## src/rtl/mem_arbiter.sv

```systemverilog
// mem_arbiter: arbitrates a CPU port and a host port onto a single memory
// port. The FSM steps IDLE -> ACCESS (MEM_LAT cycles) -> ACK (1 cycle) -> IDLE.
// Every output is registered.
// Optional feature: define ARB_RR_EN to break CPU/host ties round-robin.
// Without ARB_RR_EN the CPU always wins a tie.
module mem_arbiter #(
  parameter int unsigned AW      = 16,
  parameter int unsigned DW      = 8,
  parameter int unsigned MEM_LAT = 2
) (
  input  logic          clk,
  input  logic          rst,
  input  logic [1:0]    cpustate,
  input  logic          cpu_req,
  input  logic          cpu_we,
  input  logic [AW-1:0] cpu_addr,
  input  logic [DW-1:0] cpu_wdata,
  output logic          cpu_gnt,
  output logic          cpu_ack,
  output logic [DW-1:0] cpu_rdata,
  input  logic          host_req,
  input  logic          host_we,
  input  logic [AW-1:0] host_addr,
  input  logic [DW-1:0] host_wdata,
  output logic          host_gnt,
  output logic          host_ack,
  output logic          host_err,
  output logic [DW-1:0] host_rdata,
  output logic          mem_cs,
  output logic          mem_we,
  output logic [AW-1:0] mem_addr,
  output logic [DW-1:0] mem_wdata,
  input  logic [DW-1:0] mem_rdata,
  output logic          busy
);

  localparam int unsigned CW = 4;
  localparam logic [1:0] S_IDLE   = 2'd0;
  localparam logic [1:0] S_ACCESS = 2'd1;
  localparam logic [1:0] S_ACK    = 2'd2;

  logic [1:0]    state_q, state_d;
  logic [CW-1:0] cnt_q, cnt_d;
  logic          owner_q, owner_d;       // 1 = host owns the transaction
  logic          req_we_q, req_we_d;     // the owner asked for a write
  logic          rej_q, rej_d;           // host write refused in CHECK mode
  logic          mem_cs_q, mem_cs_d;
  logic          mem_we_q, mem_we_d;
  logic [AW-1:0] mem_addr_q, mem_addr_d;
  logic [DW-1:0] mem_wdata_q, mem_wdata_d;
  logic          cpu_gnt_q, cpu_gnt_d;
  logic          host_gnt_q, host_gnt_d;
  logic          cpu_ack_q, cpu_ack_d;
  logic          host_ack_q, host_ack_d;
  logic          host_err_q, host_err_d;
  logic [DW-1:0] cpu_rdata_q, cpu_rdata_d;
  logic [DW-1:0] host_rdata_q, host_rdata_d;
  logic          busy_q, busy_d;
  logic          cpu_elig, host_elig, pick_host, wr_sel;
`ifdef ARB_RR_EN
  logic          last_host_q, last_host_d;
`endif

  // Eligibility by CPU mode and winner selection on a tie
  always_comb begin
    cpu_elig  = cpu_req && (cpustate == 2'b11);
    host_elig = host_req && (cpustate != 2'b00);
`ifdef ARB_RR_EN
    pick_host = host_elig && (!cpu_elig || !last_host_q);
`else
    pick_host = host_elig && !cpu_elig;
`endif
    wr_sel    = pick_host ? host_we : cpu_we;
  end

  // Next-state and next-output logic
  always_comb begin
    state_d      = state_q;
    cnt_d        = cnt_q;
    owner_d      = owner_q;
    req_we_d     = req_we_q;
    rej_d        = rej_q;
    mem_cs_d     = mem_cs_q;
    mem_we_d     = mem_we_q;
    mem_addr_d   = mem_addr_q;
    mem_wdata_d  = mem_wdata_q;
    cpu_gnt_d    = cpu_gnt_q;
    host_gnt_d   = host_gnt_q;
    cpu_ack_d    = 1'b0;
    host_ack_d   = 1'b0;
    host_err_d   = 1'b0;
    cpu_rdata_d  = cpu_rdata_q;
    host_rdata_d = host_rdata_q;
    busy_d       = busy_q;
`ifdef ARB_RR_EN
    last_host_d  = last_host_q;
`endif
    case (state_q)
      S_IDLE: begin
        if (cpu_elig || host_elig) begin
          state_d     = S_ACCESS;
          cnt_d       = CW'(MEM_LAT - 1);
          owner_d     = pick_host;
          req_we_d    = wr_sel;
          rej_d       = pick_host && host_we && (cpustate == 2'b10);
          mem_cs_d    = 1'b1;
          mem_we_d    = wr_sel && !(pick_host && host_we && (cpustate == 2'b10));
          mem_addr_d  = pick_host ? host_addr : cpu_addr;
          mem_wdata_d = pick_host ? host_wdata : cpu_wdata;
          cpu_gnt_d   = !pick_host;
          host_gnt_d  = pick_host;
          busy_d      = 1'b1;
`ifdef ARB_RR_EN
          last_host_d = pick_host;
`endif
        end
      end
      S_ACCESS: begin
        if (cnt_q == '0) begin
          state_d    = S_ACK;
          mem_cs_d   = 1'b0;
          mem_we_d   = 1'b0;
          cpu_gnt_d  = 1'b0;
          host_gnt_d = 1'b0;
          cpu_ack_d  = !owner_q;
          host_ack_d = owner_q;
          host_err_d = owner_q && rej_q;
          if (!req_we_q) begin
            if (owner_q) host_rdata_d = mem_rdata;
            else         cpu_rdata_d  = mem_rdata;
          end
        end else begin
          cnt_d = cnt_q - CW'(1);
        end
      end
      S_ACK: begin
        state_d = S_IDLE;
        busy_d  = 1'b0;
      end
      default: begin
        state_d = S_IDLE;
        busy_d  = 1'b0;
      end
    endcase
  end

  // State and output registers
  always_ff @(posedge clk or negedge rst) begin
    if (!rst) begin
      state_q      <= S_IDLE;
      cnt_q        <= '0;
      owner_q      <= 1'b0;
      req_we_q     <= 1'b0;
      rej_q        <= 1'b0;
      mem_cs_q     <= 1'b0;
      mem_we_q     <= 1'b0;
      mem_addr_q   <= '0;
      mem_wdata_q  <= '0;
      cpu_gnt_q    <= 1'b0;
      host_gnt_q   <= 1'b0;
      cpu_ack_q    <= 1'b0;
      host_ack_q   <= 1'b0;
      host_err_q   <= 1'b0;
      cpu_rdata_q  <= '0;
      host_rdata_q <= '0;
      busy_q       <= 1'b0;
`ifdef ARB_RR_EN
      last_host_q  <= 1'b1;
`endif
    end else begin
      state_q      <= state_d;
      cnt_q        <= cnt_d;
      owner_q      <= owner_d;
      req_we_q     <= req_we_d;
      rej_q        <= rej_d;
      mem_cs_q     <= mem_cs_d;
      mem_we_q     <= mem_we_d;
      mem_addr_q   <= mem_addr_d;
      mem_wdata_q  <= mem_wdata_d;
      cpu_gnt_q    <= cpu_gnt_d;
      host_gnt_q   <= host_gnt_d;
      cpu_ack_q    <= cpu_ack_d;
      host_ack_q   <= host_ack_d;
      host_err_q   <= host_err_d;
      cpu_rdata_q  <= cpu_rdata_d;
      host_rdata_q <= host_rdata_d;
      busy_q       <= busy_d;
`ifdef ARB_RR_EN
      last_host_q  <= last_host_d;
`endif
    end
  end

  assign cpu_gnt    = cpu_gnt_q;
  assign cpu_ack    = cpu_ack_q;
  assign cpu_rdata  = cpu_rdata_q;
  assign host_gnt   = host_gnt_q;
  assign host_ack   = host_ack_q;
  assign host_err   = host_err_q;
  assign host_rdata = host_rdata_q;
  assign mem_cs     = mem_cs_q;
  assign mem_we     = mem_we_q;
  assign mem_addr   = mem_addr_q;
  assign mem_wdata  = mem_wdata_q;
  assign busy       = busy_q;

endmodule

```

## config.mk

```make
export PLATFORM = sky130hd
export DESIGN_NAME = mem_arbiter
export DESIGN_NICKNAME = d
export VERILOG_FILES = /design/src/rtl/mem_arbiter.sv
export SDC_FILE = /design/constraint.sdc
export NUM_CORES = 1
export LEC_CHECK = 0
export ABC_AREA = 1
export CAP_MARGIN = 20
export CORE_ASPECT_RATIO = 1.5
export CORE_UTILIZATION = 47
export CTS_BUF_LIST = sky130_fd_sc_hd__clkbuf_4
export CTS_CLUSTER_DIAMETER = 60
export DETAILED_ROUTE_END_ITERATION = 10
export HOLD_SLACK_MARGIN = 0.12
export PLACE_DENSITY = 0.94
export SLEW_MARGIN = 30
export SYNTH_ARGS = -nofsm -noshare
export SYNTH_HDL_FRONTEND = slang
export SYNTH_SLANG_ARGS = --single-unit
```

## constraint.sdc

```tcl
create_clock -name clk -period 2.7 [get_ports clk]
set_input_delay 0.27 -clock clk [delete_from_list [all_inputs] [get_ports clk]]
set_output_delay 0.27 -clock clk [all_outputs]
set_load 0.01 [all_outputs]
```

======== Word-level counts from Yosys, hierarchy flattened ========
Index checks and enable logic that the tools add are counted.
W data, S select, Z words.
storage, ports and cells
  bits in registers ....................... 57
  bits of input ports ..................... 64
  output and inout port bits .............. 48
  word-level logic and storage cells ...... 75
operators by class
  $add $sub $neg .......................... 1
  equality and inequality tests ........... 6
  mux-type cells .......................... 25
  bitwise operators ....................... 3
  reduce and logical (&&, ||, !) cells .... 23
operators with widths
  cell                   count
  $mux W16               1
  $mux W1                12
  $pmux W1 S2            5
  $mux W4                2
  $mux W8                1
  $pmux W4 S2            1
  $reduce_and A4 Y1      2
  $logic_and A1 B1 Y1    7
  $ne A2 B2 Y1 const B   3
  $reduce_and A2 Y1      3
  $reduce_and A3 Y1      2
  $eq A2 B2 Y1 const B   2
  $logic_not A1 Y1       4
  $logic_not A4 Y1       1
  $mux W2                2
  $pmux W2 S2            1
  $reduce_bool A2 Y1     2
  $sub A4 B1 Y4 const B  1
  $not A1 Y1             3
  $eq A2 B1 Y1 const B   1
  $logic_not A2 Y1       1
  $logic_or A1 B1 Y1     1

======== Depth between registers and ports, before layout ========
Gate-level depths: netlist of run 1.
  depth after elaboration ................. 10
  depth in mapped cells ................... 8
  gate-level depth less buffers ........... 7

======== Least setup slack after synthesis of run 1 ========
Ideal clock, no wire load.
  path type ............................... register to register
  from .................................... reg cnt_q[0]
  to ...................................... reg cpu_rdata_q[6], in the netlist cpu_rdata[6]
  library setup time ...................... 126 ps
  arrival time ............................ 1229 ps
  required time ........................... 2574 ps
  path slack .............................. 1345 ps
  stages on the path, launching flop included .. 9
  buffers on the path ..................... 1
  period minus slack after synthesis ...... 1355 ps
  cells stage by stage .................... dfrtp_1 -> inv_1 -> ha_1 -> nand2_1 -> nor2_4 -> nand2_1 -> buf_6 -> nand2_1 -> o21ai_0
between the ends
  cells in the longest elaborated chain, start to end .. 2
ends and longest elaborated chain
  what                                RTL line  text
  start: declaration                  43        logic [CW-1:0] cnt_q, cnt_d;
  start signal: assignment            172       cnt_q <= cnt_d;
  $logic_not A4 Y1                    119       if (cnt_q == '0) begin
  $reduce_and A4 Y1 (no source line)  n/a
  end signal: assignment              185       cpu_rdata_q <= cpu_rdata_d;
  end: declaration                    56        logic [DW-1:0] cpu_rdata_q, cpu_rdata_d;
No other way between the ends.
A chain may end at the register's enable or synchronous reset.

======== Worst setup path after layout of run 1 ========
  from .................................... in cpustate[0]
  to ...................................... reg req_we_q
between the ends
  cells in the longest elaborated chain, start to end .. 5
  elaborated cells on any way between the ends .. 9
  classes of those cells .................. eq/ne (1); mux (1); reduce/logical (7)
ends and longest elaborated chain
  what                    RTL line  text
  start: declaration      13        input logic [1:0] cpustate,
  $eq A2 B2 Y1            66        cpu_elig = cpu_req && (cpustate == 2'b11);
  $logic_and A1 B1 Y1     66
  $logic_not A1 Y1        71        pick_host = host_elig && !cpu_elig;
  $logic_and A1 B1 Y1     71
  $mux W1                 73        wr_sel = pick_host ? host_we : cpu_we;
  end signal: assignment  174       req_we_q <= req_we_d;
  end: declaration        45        logic req_we_q, req_we_d;
Parallel ways exist; a longest one is shown, timed or not.

==> results summary, run 1 <==
The largest clock skew in the final design is 0.0120 ns. The first-pass iteration count of the detailed router came out at 4. The clock tree buffer depth came out at 2. The worst setup path is of the input pin to flop kind. After detailed routing, the average wire length per cell comes to 12.6 µm. The total power came out at around 3.6 mW.

The number of storage elements in the synthesis netlist came out at between 50 and 60. The proportion of layout cells with a drive suffix above 1 came out at 4.91%. The count of pins over their slew limit is 0.

The initial detailed-routing violation count came out at 50. The critical path data arrival time came out at 2.21 ns. The global-route wire length before repair is 10800 µm. The root buffer cell chosen for the clock tree is clkbuf_4. The fraction of post-synthesis cell area in the top cell type by area is ~54%. The final setup violation count came out at 0. During placement, the flow inserted port buffers numbering approximately 110. The end-of-flow core utilization came out at between 70% and 80%. The tightest min-delay check is of the input pin to asynchronous set/reset pin type. Once the floorplan was initialized, standard cells occupied 48.5% of the core.

The worst hold slack came out at 0.413 ns. The final antenna diode count came out at 0. The share of the clock period used by the worst path is roughly 70%. The number of unique standard cell types used by synthesis is 19. The area growth from synthesis to layout is 47.2%. The number of antenna violations at the first check in global routing came to 0. The HPWL after detailed placement came out at 4840 µm. Max-cap violations in this run came to 0. The count of synthesis-stage warnings from yosys is 0. The layout net count is between 500 and 600. The count of flip-flops with a built-in enable after synthesis is 0. The routed wire length came out at between 6000 and 7000 µm. The largest vdd supply drop came out at 483 µV. During I/O placement, the number of pins put on the boundary was 112.

The kind of launch point of the worst setup path is an input pin. The clock sink count came out at 57. The worst-path maximum fanout is 27. The net count of the mapped netlist came out at roughly 400. The switching fraction of total power came out at 37.1%. Combinational logic burns 47.4% of the power.

Registers are responsible for between 40% and 50% of the overall power. The clock network fraction of total power came out at 12.6%. In this run the vertical extent of the chip is 93.5 µm.

The H-tree depth came out at 3. The count of endpoints failing hold in the final timing report came to 0. The clock edge transition at the registers on the reported setup and hold paths came out at 0.09 ns.

The measured slew at the worst slew-check pin is 0.555 ns. The switching power of the nets came out at 1.35 mW. The total instance count after detailed placement is 503. The run finished with clean final reports. The total power per unit cell area is 945 nW/µm². The later pin in the worst-skew pair is clocked with a latency of 0.38 ns. The setup TNS after final layout is 0 ns. Setup repair after global routing left no endpoint under its margin. Yosys attributes the largest share of cell area to dfrtp_1 54%, nand2_1 23%, nand3_1 6.1%, o21ai_0 3.4%, inv_1 2.9%. The final route contains 2541 vias.

By count the netlist is led by 164 x nand2_1, 57 x dfrtp_1, 32 x nand3_1, 20 x inv_1, 18 x o21ai_0. Row generation in the floorplan step produced 33 rows. The per-cell via count in the routed design came out at 4.91.

The aggregate global-route resource usage is 24.0%. The count of antenna-violating nets left after detailed routing is 0. The cell leakage power is 1.97 nW. For this run, the leading register cell type out of synthesis is dfrtp_1. The per-instance average area after synthesis is 7.88 µm². In this run the cell area measured after placement is 3750 µm². After global routing the overflow that remains totals 0. Counting the buffers created by CTS gives 9. The internal cell power came out at 2.29 mW. The floorplan die width came out at 63.0 µm. The final non-filler cell total came out at 518.

The area inside the core boundary came out at 5410 µm². The clock period minus final worst setup slack is 1.89 ns. Setup slack closes at 0.812 ns. The pin count of the biggest net entering global routing came out at 46. The netlist area before placement came out at 2620 µm².

The relative slew slack came out at 63.0%. The synthesized design spends more area on one cell type than any other, namely dfrtp_1. The proportion of synthesized flip-flops having asynchronous set or reset came out at between 90% and 100%. The gate count after technology mapping came out at approximately 330. The fmax is 0.530 GHz.

The design area came out at 3860 µm². Sequential cells were found to cover 54.4% of the synthesized design area. STA classifies the critical path endpoint as a flop. The final weighted congestion of routability-driven global placement came out at 0.811.

The CTS tree is yes. The number of global-route vias before repair is 2439. The DRC violations left is 0.

The pre-CTS worst setup slack came out at about 0.41 ns. Among all cell types in the netlist, the one instantiated most often is nand2_1. The worst endpoint required time is slightly above 3 ns. The die area is 5890 µm².
kinds of logic after synthesis:
kind of cell,after synthesis,synth area share (%)
AOI/OAI and AO/OA,20,3.82
adders and majority gates,2,0.954
buffers and inverters,35,6.20
DFF,57,54.4
and+or+nand+nor,219,34.6
repair_timing:
item	4_1_cts	5_1_grt
hold buffers	1	0
hold endpoints to repair	44	0
setup endpoints to repair	0	0
resized for setup	0	0
buffers inserted	0	0
registers in the layout, indices dropped and copies added, names as in the netlist, 2 cells and up:
signal      cells
cpu_rdata       8
mem_wdata       8
host_rdata      8
mem_addr       16
state_q         2
cnt_q           4
critical path, cell delays in order:
cell	delay, ns
clkdlybuf4s50_1	0.57
nand3_4	0.30
nand2_1	0.20
nand2_2	0.25
inv_2	0.43
nand2_1	0.11
nand2_1	0.07
final cells by class:
cell class,count,area (µm²)
clock buffer,9,67.6
clock inverter,5,25.0
fill,404,1550
inverter,21,78.8
multi-input combinational,241,1030
sequential,57,1430
tap,70,87.6
timing repair buffer,115,1140
routing by layer:
metal  up-vias  part of all wire, %  wire [µm]  GRT usage [%]
met5         -                    0          0              0
met4         0                  2.3        147           10.7
met3        13                  6.9        453           7.07
met2       109                   52       3410           41.5
met1      1161                   39       2520           26.9
li1       1258                    -          -              -
worst paths after layout:
check,from,end,slack [ns],depth (start not counted)
max,cpustate[0],req_we_q,0.81,7
min,rst,mem_addr[4],0.41,2
max reg2reg,cnt_q[0],host_rdata[4],1.03,7
min reg2reg,mem_wdata[4],mem_wdata[4],0.49,2
max in group asynchronous,rst,host_rdata[2],1.69,3
min in group clk,mem_rdata[3],cpu_rdata[3],0.46,3
power groups by stage:
stage / Sequential (mW) / Combinational (mW) / Clock, mW
2_1_floorplan: 1.60 / 0.682 / 0
3_3_place_gp: 1.46 / 1.67 / 0
3_5_place_dp: 1.46 / 1.74 / 0
4_1_cts: 1.46 / 1.74 / 0.472
5_1_grt: 1.51 / 1.91 / 0.510
6_report: 1.46 / 1.73 / 0.461
cells in the final DEF (no fill, tap or decap), drive strengths merged, types with 4 or more instances in the layout:
cell type,Yosys,final
buf,11,4
clkbuf,3,9
clkdlybuf4s50,0,110
clkinv,0,4
dfrtp,57,57
inv,21,21
nand2,166,166
nand3,33,33
nor2,17,17
o21ai,20,20
No activity file was read; power rests on OpenSTA's default activity.
==> run 2: changes to the inputs <==
--- a/config.mk
+++ b/config.mk
@@ -8,12 +8,12 @@
 export ABC_AREA = 1
 export CAP_MARGIN = 20
 export CORE_ASPECT_RATIO = 1.5
-export CORE_UTILIZATION = 47
+export CORE_UTILIZATION = 40
 export CTS_BUF_LIST = sky130_fd_sc_hd__clkbuf_4
 export CTS_CLUSTER_DIAMETER = 60
 export DETAILED_ROUTE_END_ITERATION = 10
 export HOLD_SLACK_MARGIN = 0.12
-export PLACE_DENSITY = 0.94
+export PLACE_DENSITY = 0.85
 export SLEW_MARGIN = 30
 export SYNTH_ARGS = -nofsm -noshare
 export SYNTH_HDL_FRONTEND = slang
==> constraint.sdc (replaced) <==
create_clock -name clk -period 1.65 [get_ports clk]
set_input_delay 0.165 -clock clk [delete_from_list [all_inputs] [get_ports clk]]
set_output_delay 0.165 -clock clk [all_outputs]
set_load 0.01 [all_outputs]
==> results summary, run 2 (same netlist as run 1, synthesis figures left out) <==
The filler cell count came out at 549. The proportion of layout cells with a drive suffix above 1 came out at 5.54%. For this configuration, the core starts out at a cell density of 42.2%. The pre-CTS worst setup slack is -0.00829 ns. The clock edge transition at the registers on the reported setup and hold paths is 0.09 ns. The clock buffer count from CTS came out at 9.

Leaving out fill and tap cells, the most frequent cells in the layout are 164 x nand2_1, 110 x clkdlybuf4s50_1, 57 x dfrtp_1, 32 x nand3_1, 20 x inv_1. The count of endpoints failing hold in the final timing report is 0. The worst endpoint required time came out at ~1.9 ns.

After clock tree synthesis, the repair step resized 0 gates. The count of antenna-violating nets left after detailed routing came out at 0. The initial detailed-routing violation count is 117. The cell leakage power is 2.00 nW. The area used by multi-input combinational logic came out at 1030 µm². The critical path goes through inv_1, ha_1, nand2_1, nor2_4, nand2_1, nand2_1, o21ai_0. The global-route wire length before repair is 10800 µm. The die covers around 6900 µm². The final weighted congestion of routability-driven global placement came out at 0.784. The clock tree buffer depth came out at 2. around 110 I/O pins were placed. The smallest clock period supported by the final layout is computed as about 1.6 ns. For the pin with the worst max-slew slack, the measured transition is 0.617 ns. The clock sink count is 57. TritonCTS built the clock tree. The fmax is between 0.6 and 0.7 GHz. The worst setup path is launched from a flop. The worst hold-check path type is input pin to asynchronous set/reset pin. The count of buffers inserted at the top-level ports came out at approximately 110. In this run the tightest slew margin relative to its limit is 58.9%.

The H-tree generated during clock tree synthesis spans 3 levels. The area inside the core boundary came out at 6220 µm². The worst-path maximum fanout came out at 16.

The routed layout has 2485 vias. Data on the critical path arrives at its endpoint at 1.86 ns. By instance count, the cell type seen most on the critical path is nand2_1. The final critical path takes up 97.6% of the cycle.

The aggregate global-route resource usage came out at 21.0%. The final antenna diode count is 0. The maximum cell stage delay along the critical path came out at 0.40 ns. The layout net count came out at 514.

VDD sags by at most 718 µV. The wire length per cell is 12.2 µm. The floorplan die width is 68.1 µm. The DRC violations left came out at 0. Leaving out fill and tap cells, the most frequent cell in the layout is nand2_1.

The first-pass iteration count of the detailed router is 4. For this run the aggregate overflow at the end of global routing stands at 0. Measured on the finished design, the core utilization comes to 63.2%. The total power per unit cell area came out at 1530 nW/µm². The largest clock skew in the final design is 0.00745 ns. The critical path is of the flop to flop type. After detailed routing, the total wire length is 6430 µm. Detailed placement finished with a half-perimeter wire length of 4890 µm. Setup repair after global routing could not meet its margin everywhere.

The insertion delay to the later sink of the worst-skew pair came out at 0.38 ns. The number of flip-flops under the largest register name came out at 16. Dividing the detail-routed via count by the number of cells gives roughly 4.7.

From bottom edge to top edge, the die measures 101 µm. The floorplan has 35 rows. The flow ran to the end, and the final reports show no timing, DRC or antenna violations. Among all stages on the critical path, the largest delay is contributed by dfrtp_1. The final setup violation count came out at 0. The count of pins over their slew limit is 0.

The endpoint class of the critical path is a flop. The library cell used as clock root buffer is clkbuf_4. The pin count of the biggest net entering global routing is 33. The area occupied by registers came out at 1430 µm². The number of global-route vias before repair is 2497. The minimum setup slack in the final design is 0.0399 ns. The number of antenna violations at the first check in global routing is 0. The number of max-capacitance violations reported came out at 0.

The area growth from synthesis to layout came out at 49.8%.
[run 2: cell types whose count changed in the layout (fill, tap and decap cells not counted), sizes merged]
cell,change
clkinv,-2
buf,+3
clkbuf,+3
clkinvlp,-1
[run 2: final timing paths]
path	startpoint	to	slack, ns	cells past startpoint
worst max register to register	cnt_q[0]	host_rdata[4]	0.04	7
worst min register to register	mem_wdata[2]	mem_wdata[2]	0.49	2
worst max-delay path	cnt_q[0]	host_rdata[4]	0.04	7
max in group asynchronous	rst	cpu_rdata[5]	0.74	3
min in group clk	mem_rdata[1]	cpu_rdata[1]	0.37	3
worst min-delay path	rst	mem_addr[6]	0.32	2
[run 2: through the flow]
step	area [µm²]	hold slack [ns]	std cells	total power [mW]	setup TNS, ns
final	3930	0.321	525	6.02	0
after floorplan	2620	-0.131	333	3.74	0
after global placement	3820	0.194	510	5.19	0
after detailed placement	3820	0.212	510	5.29	-0.0278
after CTS	3930	0.329	525	6.10	0
after global routing	3930	0.348	525	6.52	-1.88
[run 2: critical path, delay by kind of cell (launching register included)]
| family | cells | cell delay [ns] |
|---|---|---|
| AND/OR/NAND/NOR | 4 | 0.72 |
| flip-flops | 1 | 0.40 |
| adder cells (fa/ha/maj) | 1 | 0.15 |
| buffers and inverters | 1 | 0.10 |
| AO/OA/AOI/OAI | 1 | 0.10 |
[run 2: layout make-up]
cell class / count / area share (%)
Inverter: 21 / 2.01
Clock inverter: 2 / 0.191
Clock buffer: 12 / 2.29
Tap cell: 74 / 2.36
Sequential cell: 57 / 36.3
Multi-Input combinational cell: 241 / 26.3
Timing Repair Buffer: 118 / 30.5
[run 2: where the power goes]
part	internal, mW	switching [mW]	leakage, nW
logic	1.48	1.37	1.24
clock network	0.336	0.446	0.0583
registers	2.03	0.361	0.703
[run 2: timing repair]
| item | CTS | global route |
|---|---|---|
| hold buffers | 1 | 0 |
| hold endpoints to repair | 25 | 0 |
| buffers inserted | 0 | 0 |
| setup endpoints to repair | 0 | 16 |
[run 2: routing by layer]
layer	part of all wire, %	GRT usage, %	vias to the layer above	wire, µm
met3	5.7	5.63	16	369
met1	39	22.9	1118	2510
li1	-	-	1263	-
met2	53	36.7	88	3380
met5	0	0	-	0
met4	2.5	9.78	0	163
